==> src/rtl/ram_line_ctrl.sv <==
// Cache-line RAM controller: one outstanding read or write, valid/ready on both sides.
// Optional address range checking is enabled by defining RAM_CTRL_RANGE_CHECK_EN.
module ram_line_ctrl #(
  parameter int unsigned CACHE_LINE_WIDTH = 128,
  parameter int unsigned RAM_DEPTH        = 32768,
  parameter logic [31:0] BASE_ADDR        = 32'h8000_0000
) (
  input  logic                            clk_i,
  input  logic                            rst_ni,
  input  logic                            req_valid_i,
  output logic                            req_ready_o,
  input  logic [31:0]                     req_addr_i,
  input  logic                            req_we_i,
  input  logic [CACHE_LINE_WIDTH-1:0]     req_wdata_i,
  input  logic [CACHE_LINE_WIDTH/8-1:0]   req_wstrb_i,
  output logic                            rsp_valid_o,
  input  logic                            rsp_ready_i,
  output logic [CACHE_LINE_WIDTH-1:0]     rsp_rdata_o,
  output logic                            rsp_err_o,
  input  logic                            prog_mode_i,
  output logic [$clog2(RAM_DEPTH)-1:0]    ram_addr_o,
  output logic [CACHE_LINE_WIDTH-1:0]     ram_wdata_o,
  output logic [CACHE_LINE_WIDTH/8-1:0]   ram_wstrb_o,
  output logic                            ram_rd_en_o,
  input  logic [CACHE_LINE_WIDTH-1:0]     ram_rdata_i
);

  localparam int unsigned BYTES = CACHE_LINE_WIDTH / 8;
  localparam int unsigned AW    = $clog2(RAM_DEPTH);
  localparam int unsigned LW    = $clog2(BYTES / 4);
  localparam logic [AW-1:0] LineMask = ~AW'((2 ** LW) - 1);

  typedef enum logic [1:0] {StIdle, StRdWait, StResp} state_e;

  state_e                      state_q, state_d;
  logic                        ready_q;
  logic                        rsp_valid_q, rsp_valid_d;
  logic [CACHE_LINE_WIDTH-1:0] rsp_rdata_q, rsp_rdata_d;
  logic                        rsp_err_q, rsp_err_d;
  logic [31:0]                 offset;
  logic                        in_range;
  logic                        accept;

  // Word address relative to RAM base; out-of-range addresses alias by truncation.
  assign offset     = req_addr_i - BASE_ADDR;
  assign ram_addr_o = AW'(offset >> 2) & LineMask;

`ifdef RAM_CTRL_RANGE_CHECK_EN
  localparam logic [32:0] Limit = {1'b0, BASE_ADDR} + (33'(RAM_DEPTH) * 33'd4);
  assign in_range = (req_addr_i >= BASE_ADDR) && ({1'b0, req_addr_i} < Limit);
`else
  assign in_range = 1'b1;
`endif

  assign req_ready_o = (state_q == StIdle) && ready_q && !prog_mode_i;
  assign accept      = req_valid_i && req_ready_o;

  assign rsp_valid_o = rsp_valid_q;
  assign rsp_rdata_o = rsp_rdata_q;
  assign rsp_err_o   = rsp_err_q;

  always_comb begin
    state_d     = state_q;
    rsp_valid_d = rsp_valid_q;
    rsp_rdata_d = rsp_rdata_q;
    rsp_err_d   = rsp_err_q;
    ram_rd_en_o = 1'b0;
    ram_wstrb_o = '0;
    ram_wdata_o = '0;
    unique case (state_q)
      StIdle: begin
        if (accept) begin
          if (!in_range) begin
            state_d     = StResp;
            rsp_valid_d = 1'b1;
            rsp_rdata_d = '0;
            rsp_err_d   = 1'b1;
          end else if (req_we_i) begin
            ram_wstrb_o = req_wstrb_i;
            ram_wdata_o = req_wdata_i;
            state_d     = StResp;
            rsp_valid_d = 1'b1;
            rsp_rdata_d = '0;
            rsp_err_d   = 1'b0;
          end else begin
            ram_rd_en_o = 1'b1;
            state_d     = StRdWait;
          end
        end
      end
      StRdWait: begin
        // RAM output is registered, so data is valid the cycle after rd_en.
        rsp_rdata_d = ram_rdata_i;
        rsp_valid_d = 1'b1;
        rsp_err_d   = 1'b0;
        state_d     = StResp;
      end
      StResp: begin
        if (rsp_ready_i) begin
          rsp_valid_d = 1'b0;
          state_d     = StIdle;
        end
      end
      default: state_d = StIdle;
    endcase
  end

  always_ff @(posedge clk_i or negedge rst_ni) begin
    if (!rst_ni) begin
      state_q     <= StIdle;
      ready_q     <= 1'b0;
      rsp_valid_q <= 1'b0;
      rsp_rdata_q <= '0;
      rsp_err_q   <= 1'b0;
    end else begin
      state_q     <= state_d;
      ready_q     <= 1'b1;
      rsp_valid_q <= rsp_valid_d;
      rsp_rdata_q <= rsp_rdata_d;
      rsp_err_q   <= rsp_err_d;
    end
  end

endmodule

==> config.mk <==
export PLATFORM = sky130hd
export DESIGN_NAME = ram_line_ctrl
export DESIGN_NICKNAME = d
export VERILOG_FILES = /design/src/rtl/ram_line_ctrl.sv
export SDC_FILE = /design/constraint.sdc
export NUM_CORES = 1
export LEC_CHECK = 0
export CORE_AREA = 2 2 232 234
export CTS_CLUSTER_SIZE = 10
export DETAILED_ROUTE_END_ITERATION = 16
export DIE_AREA = 0 0 234 236
export GPL_TIMING_DRIVEN = 0
export PLACE_DENSITY = 0.48
export REMOVE_ABC_BUFFERS = 1
export SYNTH_ARGS = -nofsm -noshare
export SYNTH_HDL_FRONTEND = slang
export SYNTH_SLANG_ARGS = --single-unit
==> constraint.sdc <==
create_clock -name clk_i -period 1.65 [get_ports clk_i]
set_input_delay 0.165 -clock clk_i [delete_from_list [all_inputs] [get_ports clk_i]]
set_output_delay 0.165 -clock clk_i [all_outputs]
set_load 0.01 [all_outputs]
==> results.md, run 1 <==
Global routing:
- The initial antenna violation count is 26.
- The layer flagged by global routing as most heavily used is met2.
- The total overflow left after global routing is 0.
- The met1 layer usage reported by global route is 19.18%.
- The met2 usage in global routing is 34.00%.
- The first global-routing pass estimated 76.08 mm of wire.
- The number of global-route vias before repair came to 10.33k.
- The largest net degree at the start of global routing is 104.
- The global routing met3 resource utilization is 9.176%.
- Global routing used 19.21% of the available tracks.

Timing:
- The number of hold-slack violations in the final timing report is 0.
- The worst-case clock skew is 0.01693 ns.
- The final worst-path cycle share is 137.8%.
- Setup repair after global routing could not meet its margin everywhere.
- The number of slew-limit violations in the final report is 0.
- The slew at the pin closest to its max-slew limit is 0.5526 ns.
- In this run the tightest slew margin relative to its limit is 63.16%.
- In the post-route analysis, the smallest setup slack over all paths is -0.6244 ns.
- The worst path in the final design needs a cycle of 2.274 ns, including I/O delays and setup.
- The timing-limited maximum frequency is 0.4397 GHz.
- Setup violations remaining at the end of the flow were counted as 202.

Floorplan:
- The die covers 0.05522 mm^2.
- The die outline width is 234 um.
- For this design the top-level I/O count stands at 601.
- The initial standard-cell utilization of the core is 16.90%.
- The region available for standard cell placement spans 0.05307 mm^2.
- The die span in y is 236 um.
- The site row count is 85.

Clocking:
- Clock tree synthesis inserted a total of 17 buffers.
- The clock network latency to the later pin of the worst-skew pair is 0.45 ns.
- CTS placed an instance of sky130_fd_sc_hd__clkbuf_16 at the clock tree root.
- The clock tree buffer depth is 2.
- The H-tree was split into 4 levels.
- TritonCTS built the clock tree.
- The clock transition at the register clock pins on the worst setup and hold paths after CTS is 0.07 ns.
- Counting every sink on the clock net gives 132.

Detailed routing:
- The final layout contains routed wiring with a total length of 62.69 mm.
- The remaining routing DRC violations is 0.
- The detailed router placed 10.72k vias in this run.
- The detail-routed via count per cell is 4.470.
- The first routing iteration left 552 violations.
- The wire length per cell is 26.13 um.
- Once detail routing completed, the nets flagged for antenna violations numbered 0.
- Before antenna repair, the detailed router went through 5 iterations.

Worst setup path:
- The worst setup path is captured at a primary output.
- The top fanout value on the critical path is 6.
- STA puts the critical path data arrival time at 2.11 ns.
- The data required time of the worst path is 1.48 ns.
- STA classifies the critical path startpoint as a register.
- The critical path is of the register to primary output type.

Logic synthesis:
- The count of flip-flops with a built-in enable after synthesis is 0.
- After synthesis, the netlist uses 22 different library cells.
- For this run, the leading register cell type out of synthesis is sky130_fd_sc_hd__dfrtp_1.
- The dominant cell by count in the synthesized netlist is sky130_fd_sc_hd__inv_1.
- The average instance in the mapped netlist occupies 8.407 um^2.
- sky130_fd_sc_hd__dfrtp_1 takes more of the synthesized area than any other cell.
- After technology mapping, the gate count stands at 1067.
- The async set or reset register ratio after synthesis is 100.0%.
- Summing the sequential cell areas from Yosys gives 36.83% of the chip area.
- The flip-flop and latch count after synthesis is 132.
- Yosys attributes the largest share of cell area to sky130_fd_sc_hd__dfrtp_1, sky130_fd_sc_hd__nor3_2, sky130_fd_sc_hd__o311ai_0.
- By count the netlist is led by sky130_fd_sc_hd__inv_1, sky130_fd_sc_hd__dfrtp_1, sky130_fd_sc_hd__nand3b_1.
- During synthesis, Yosys emitted a total of 0 warnings.
- Summed over its instances, the top area cell type makes up 36.83% of the synthesized netlist area.
- The area of the mapped netlist is 0.008970 mm^2.

Power:
- The design internal power is 14380 uW.
- Combinational logic is responsible for 60.6% of the overall power.
- Sequential cells account for 22.5% of the total power.
- VDD sags by at most 0.7425 mV.
- The net load switching power is 9160 uW.
- The ratio of total power to cell area is 1277 mW/mm^2.
- The portion of total power attributed to the clock network is 16.9%.
- Net switching is 38.92% of the power.
- The static leakage is 0.008366 uW.

Placement:
- The final estimated routing congestion in global placement is 0.8200.
- The placed cell count is 2217.
- Detailed placement ended at an HPWL of 36.88 mm.
- The count of input and output buffers is 552.

Final layout:
- The number of nets at the end of the flow is 1983.
- The final core utilization is 34.74%.
- The post-route netlist has 30.25% of its cells at a drive strength greater than 1.
- The layout filler cell count is 5443.
- The area added between synthesis and finish is 105.5%.
- The filler-free cell count of the finished design is 2399.

Flow run:
- Max-cap violations in this run came to 0.

Min path:
- The worst hold path belongs to the class input pin to asynchronous set/reset pin.

Run status:
- The final reports fail on setup timing.
- The flow ran to the end, but the final reports show violations.
## through the flow
step | cell area [um^2] | worst slack [ns] | hold WS (ns) | setup TNS (ns) | total power, uW
6_report | 18430 | -0.6244 | 0.2589 | -81.94 | 23540
5_1_grt | 18420 | -0.6993 | 0.2868 | -94.46 | 24770
4_1_cts | 16610 | -0.7017 | 0.1423 | -119.32 | 20450
3_5_place_dp | 15180 | -1.783 | 0.1722 | -285.51 | 13750
3_3_place_gp | 14720 | -11.19 | 0.3301 | -3041.40 | 10280
2_1_floorplan | 8328 | -6.763 | -0.1306 | -1339.05 | 8159
## cells in the final DEF (no fill, tap or decap), types with 11 or more instances in the layout
master / count
sky130_fd_sc_hd__nor3_2: 75
sky130_fd_sc_hd__nor3_4: 67
sky130_fd_sc_hd__clkdlybuf4s50_1: 395
sky130_fd_sc_hd__o311ai_0: 18
sky130_fd_sc_hd__dfrtp_1: 130
sky130_fd_sc_hd__buf_12: 21
sky130_fd_sc_hd__buf_2: 84
sky130_fd_sc_hd__diode_2: 17
sky130_fd_sc_hd__o311ai_1: 87
sky130_fd_sc_hd__buf_16: 27
sky130_fd_sc_hd__buf_4: 56
sky130_fd_sc_hd__clkbuf_16: 44
sky130_fd_sc_hd__buf_8: 11
sky130_fd_sc_hd__nand2_1: 119
sky130_fd_sc_hd__nand3b_1: 129
sky130_fd_sc_hd__buf_6: 64
sky130_fd_sc_hd__o311ai_2: 23
sky130_fd_sc_hd__inv_1: 272
## final cells by class
cell class,count,area [um^2],share of cell area (%)
antenna,17,42.54,0.2308
clock buffer,22,464.2,2.518
clock inverter,10,131.4,0.7127
inverter,272,1021,5.539
multi-input combinational,550,4812,26.10
sequential,132,3311,17.96
tap,696,870.8,4.724
timing repair buffer,700,7781,42.21
## registers in the layout, indices dropped and copies added, names as in the netlist
name,cells
ready_q,1
rsp_rdata_o,128
rsp_valid_o,1
state_q,2
## per-layer routing
metal,vias up,wire (um)
li1,4775,-
met1,5384,21530
met2,468,32610
met3,87,6206
met4,10,2141
met5,-,199
## cells by family after synthesis
group	Yosys count	synth area share, %
DFF	132	36.83
AOI/OAI and AO/OA	131	12.75
buffers and inverters	393	18.62
and+or+nand+nor	409	31.72
other	2	0.08372
## final timing paths
check | from | end | slack (ns) | cells after the start
worst max-delay path | state_q[1]$_DFFE_PN0P_ | ram_wdata_o[28] | -0.62 | 6
worst min-delay path | rst_ni | rsp_rdata_o[55]$_DFFE_PN0P_ | 0.26 | 2
worst max register to register | state_q[1]$_DFFE_PN0P_ | rsp_rdata_o[85]$_DFFE_PN0P_ | -0.09 | 8
worst min register to register | rsp_rdata_o[5]$_DFFE_PN0P_ | rsp_rdata_o[5]$_DFFE_PN0P_ | 0.51 | 2
max in group asynchronous | rst_ni | state_q[0]$_DFFE_PN0P_ | 0.46 | 3
min in group clk_i | ram_rdata_i[118] | rsp_rdata_o[118]$_DFFE_PN0P_ | 0.33 | 3
## what timing repair did
item | in CTS | in global routing
setup endpoints to repair | 258 | 287
cloned | 23 | 42
gates resized for setup | 748 | 281
buffers inserted | 47 | 23
pin swaps | 19 | 73
hold endpoints to repair | 50 | 0
hold buffers | 1 | 0
## worst max-delay path, cell delays in order (launching register included)
cell and delay [ns]:
sky130_fd_sc_hd__dfrtp_4 0.51, sky130_fd_sc_hd__buf_16 0.15, sky130_fd_sc_hd__or2_4 0.31, sky130_fd_sc_hd__buf_8 0.18, sky130_fd_sc_hd__clkbuf_16 0.18, sky130_fd_sc_hd__nor3_4 0.19
sky130_fd_sc_hd__buf_6 0.13
## power groups by stage
stage / registers (uW) / logic, uW / clock network (uW)
4_1_cts: 5270 / 11000 / 4140
6_report: 5290 / 14300 / 3980
5_1_grt: 5450 / 15100 / 4260
3_3_place_gp: 5040 / 5240 / 0
2_1_floorplan: 5970 / 2190 / 0
3_5_place_dp: 5520 / 8230 / 0
No activity file was read; power rests on OpenSTA's default activity.
==> run 2, diff against run 1 <==
Settings changed: CELL_PAD_IN_SITES_DETAIL_PLACEMENT set to 1, CELL_PAD_IN_SITES_GLOBAL_PLACEMENT set to 1, CORE_AREA 2 2 232 234 to 2 2 236 238, DIE_AREA 0 0 234 236 to 0 0 238 240, PLACE_DENSITY 0.48 to 0.62.
==> results.md, run 2 (synthesis gave the netlist of run 1 again) <==
Run status:
- Status: finished, violations left (unchanged).
- Violated checks: setup timing (unchanged).

Placement:
- The placed cell count is 2224 (was 2217).
- The count of input and output buffers is 552 (unchanged).
- The final estimated routing congestion in global placement is 0.7748 (was 0.8200).
- The post-detailed-placement half-perimeter wirelength is 36.03 mm (was 36.88 mm).
- The post-placement cell area is 0.01515 mm^2 (was 0.01518 mm^2).

Timing:
- The worst-case clock skew is 0.01126 ns (was 0.01693 ns).
- The final setup violation count is 242 (was 202).
- The setup total negative slack is -104.32 ns (was -81.94 ns).
- The number of hold-slack violations in the final timing report came to 0 (unchanged).
- The final setup slack of the worst path is -0.7294 ns (was -0.6244 ns).
- The final critical-path required period is 2.379 ns (was 2.274 ns).
- The final worst-path cycle share is 144.2% (was 137.8%).
- The timing-limited maximum frequency was 0.4203 GHz (was 0.4397 GHz).
- The slew at the pin closest to its max-slew limit is 0.8718 ns (was 0.5526 ns).
- The relative slew slack is 41.88% (was 63.16%).
- The number of slew-limit violations in the final report is 0 (unchanged).
- Setup repair after global routing missed its margin: yes (unchanged).

Worst setup path:
- Among the stages of the critical path, the cell type that occurs most often is sky130_fd_sc_hd__buf_16.
- The type of element capturing the critical path is a primary output (unchanged).
- The count of buffering cells on the critical path with inverters included is 5 (was 4).
- The beginning of the worst register-to-register path is ready_q$_DFF_PN0_ (was state_q[1]$_DFFE_PN0P_).
- The critical register-to-register path endpoint is rsp_rdata_o[22]$_DFFE_PN0P_ (was rsp_rdata_o[85]$_DFFE_PN0P_).
- The startpoint-to-endpoint class of the critical path is register to primary output (unchanged).
- The cell with the biggest individual delay on the critical path is sky130_fd_sc_hd__dfrtp_4 (unchanged).
- The kind of start point of the critical path is a register (unchanged).
- The cell count of the worst reg-to-reg path came to 3 (was 8).
- The data required time of the worst path is 1.48 ns (about the same).
- The top fanout value on the critical path is 7 (was 6).
- The worst stage delay on the critical path is 0.50 ns (was 0.51 ns).
- Chain of cells forming the critical path: buf_16 -> or2_4 -> buf_16 -> buf_12 -> buf_16 -> nor3b_4 -> buf_6 (was buf_16 -> or2_4 -> buf_8 -> clkbuf_16 -> nor3_4 -> buf_6).
- The setup slack of the most critical reg-to-reg path is -0.32 ns (was -0.09 ns).
- The critical path arrival is 2.21 ns (was 2.11 ns).
- The cell type group with the largest total delay on the critical path is buffers and inverters (unchanged).

Clocking:
- The number of buffers added by the clock tree synthesis step is 17 (unchanged).
- The clock net sink count is 132 (unchanged).
- The clock network latency to the later pin of the worst-skew pair is 0.46 ns (was 0.45 ns).
- The clock transition at the register clock pins on the worst setup and hold paths after CTS is 0.07 ns (about the same).
- The buffer cell driving the clock tree root is sky130_fd_sc_hd__clkbuf_16 (unchanged).
- The CTS tree is built (unchanged).
- The clock tree buffer depth is 2 (unchanged).
- The number of H-tree branching levels was 4 (unchanged).

Global routing:
- The largest net degree at the start of global routing is 113 (was 104).
- The global routing met3 resource utilization is 8.186% (was 9.176%).
- The met2 usage in global routing was 33.53% (was 34.00%).
- The total routing usage reported by global routing came to 18.43% (was 19.21%).
- The initial antenna violation count is 28 (was 26).
- The met1 layer usage reported by global route was 18.03% (was 19.18%).
- The number of global-route vias before repair is 11.19k (was 10.33k).
- The global-route wire length before repair came to 76.97 mm (was 76.08 mm).
- The final global-route overflow total was 0 (unchanged).
- The peak-usage layer in the global routing report is met2 (unchanged).

Detailed routing:
- The detail-routed via count per cell is 4.379 (was 4.470).
- The routed wire length is 55.73 mm (was 62.69 mm).
- The overall via count from detail_route was 10.48k (was 10.72k).
- The remaining antenna violation count after routing is 0 (unchanged).
- The remaining routing DRC violations is 0 (unchanged).
- The count of TritonRoute iterations in the first routing pass is 4 (was 5).
- The wire length per cell is 23.29 um (was 26.13 um).
- The first-iteration detailed-routing DRC count is 404 (was 552).

Final layout:
- The area of the multi-input gates is 0.004825 mm^2 (was 0.004812 mm^2).
- The final non-filler cell area came to 0.01804 mm^2 (was 0.01843 mm^2).
- The area taken by flip-flops and latches is 0.003311 mm^2 (unchanged).
- The number of nets at the end of the flow is 1960 (was 1983).
- The commonest non-fill, non-tap cell in the layout is sky130_fd_sc_hd__clkdlybuf4s50_1 (unchanged).
- The flip-flop count of the largest register after layout is 128 (unchanged).
- The fraction of layout cells with a size suffix above 1 is 27.72% (was 30.25%).
- The final core utilization was 33.00% (was 34.74%).
- The filler-free cell count of the finished design is 2393 (was 2399).
- The area added between synthesis and finish is 101.1% (was 105.5%).
- The layout filler cell count is 6250 (was 5443).
- Commonest cells after routing, fill and taps aside: sky130_fd_sc_hd__clkdlybuf4s50_1, sky130_fd_sc_hd__inv_1, sky130_fd_sc_hd__dfrtp_1 (unchanged).

Min path:
- The path type of the worst min-delay path is input pin to register (was input pin to asynchronous set/reset pin).
- The worst hold path terminates at state_q[0]$_DFFE_PN0P_.
- The startpoint of the most critical hold path is prog_mode_i.
- The number of instances on the worst hold path is 2.

Power:
- The design internal power is 13510 uW (was 14380 uW).
- The ratio of total power to cell area is 1230 mW/mm^2 (was 1277 mW/mm^2).
- The portion of total power attributed to the clock network is 17.6% (was 16.9%).
- The net load switching power was 8679 uW (was 9160 uW).
- The static leakage was 0.008141 uW (was 0.008366 uW).
- The combinational cell fraction of total power is 58.6% (was 60.6%).
- The switching portion of total power is 39.11% (was 38.92%).
- The overall power consumption is 22190 uW (was 23540 uW).
- The maximum resistive drop on vdd is 0.7275 mV (was 0.7425 mV).
- The part of the power in registers is 23.8% (was 22.5%).

Floorplan:
- The die span in y is 240 um (was 236 um).
- The site row count was 86 (was 85).
- The number of placed I/O pins is 601 (unchanged).
- The area of the die came to 0.05712 mm^2 (was 0.05522 mm^2).
- The core area came to 0.05466 mm^2 (was 0.05307 mm^2).
- The die outline width was 238 um (was 234 um).
- The initial standard-cell utilization of the core is 16.41% (was 16.90%).

Flow run:
- The number of max-capacitance violations reported came to 0 (unchanged).
run 2: cell count changes in the layout (fill, tap and decap cells not counted), sizes merged, moves of 4 or more:
| cell | change |
|---|---|
| or2 | -4 |
| clkdlybuf4s50 | +9 |
| clkbuf | -24 |
| buf | +4 |
| clkinvlp | +5 |
| dlymetal6s2s | -8 |
| diode | +9 |
run 2: cell type report:
class / count / area share [%]
antenna: 26 / 0.3607
clock buffer: 19 / 2.455
clock inverter: 13 / 0.7421
inverter: 272 / 5.660
multi-input combinational: 545 / 26.74
sequential: 132 / 18.35
tap: 704 / 4.883
timing repair buffer: 682 / 40.80
run 2: per-stage QoR:
| step | setup WS, ns | hold WS [ns] |
|---|---|---|
| 6_report | -0.7294 | 0.1198 |
| 5_1_grt | -0.7854 | 0.1163 |
| 4_1_cts | -0.8221 | 0.2515 |
| 3_5_place_dp | -1.820 | 0.1835 |
| 3_3_place_gp | -10.82 | 0.3301 |
| 2_1_floorplan | -6.763 | -0.1306 |
run 2: worst max-delay path by stage:
| stage | depth (start not counted) | to | slack, ns | startpoint |
|---|---|---|---|---|
| final | 7 | req_ready_o | -0.73 | state_q[1]$_DFFE_PN0P_ |
| after global placement | 3 | ram_rd_en_o | -10.82 | state_q[0]$_DFFE_PN0P_ |
| after global routing | 7 | req_ready_o | -0.79 | state_q[1]$_DFFE_PN0P_ |
| after CTS | 7 | ram_wdata_o[51] | -0.82 | state_q[1]$_DFFE_PN0P_ |
| after floorplan | 2 | ram_wdata_o[0] | -6.76 | state_q[0]$_DFFE_PN0P_ |
| after detailed placement | 6 | ram_wdata_o[84] | -1.82 | state_q[1]$_DFFE_PN0P_ |
run 2: per-layer routing:
layer	vias to the layer above	part of all wire [%]
li1	4752	-
met1	5225	34
met3	70	10
met4	4	4.2
met5	-	0.036
met2	428	52
run 2: power by group through the flow:
stage / Combinational [uW] / Clock [uW] / Sequential (uW)
6_report: 13000 / 3900 / 5280
2_1_floorplan: 2190 / 0 / 5970
3_5_place_dp: 8320 / 0 / 5550
3_3_place_gp: 5240 / 0 / 5040
5_1_grt: 13900 / 4170 / 5470
4_1_cts: 11900 / 4070 / 5290
run 2: what timing repair did:
item / in CTS / in global routing
endpoints found under the hold margin: 51 / 0
endpoints found under the setup margin: 282 / 289
gates cloned: 23 / 10
resized for setup: 777 / 200
hold buffers: 1 / 0
setup buffers: 64 / 19
pin swaps: 30 / 72
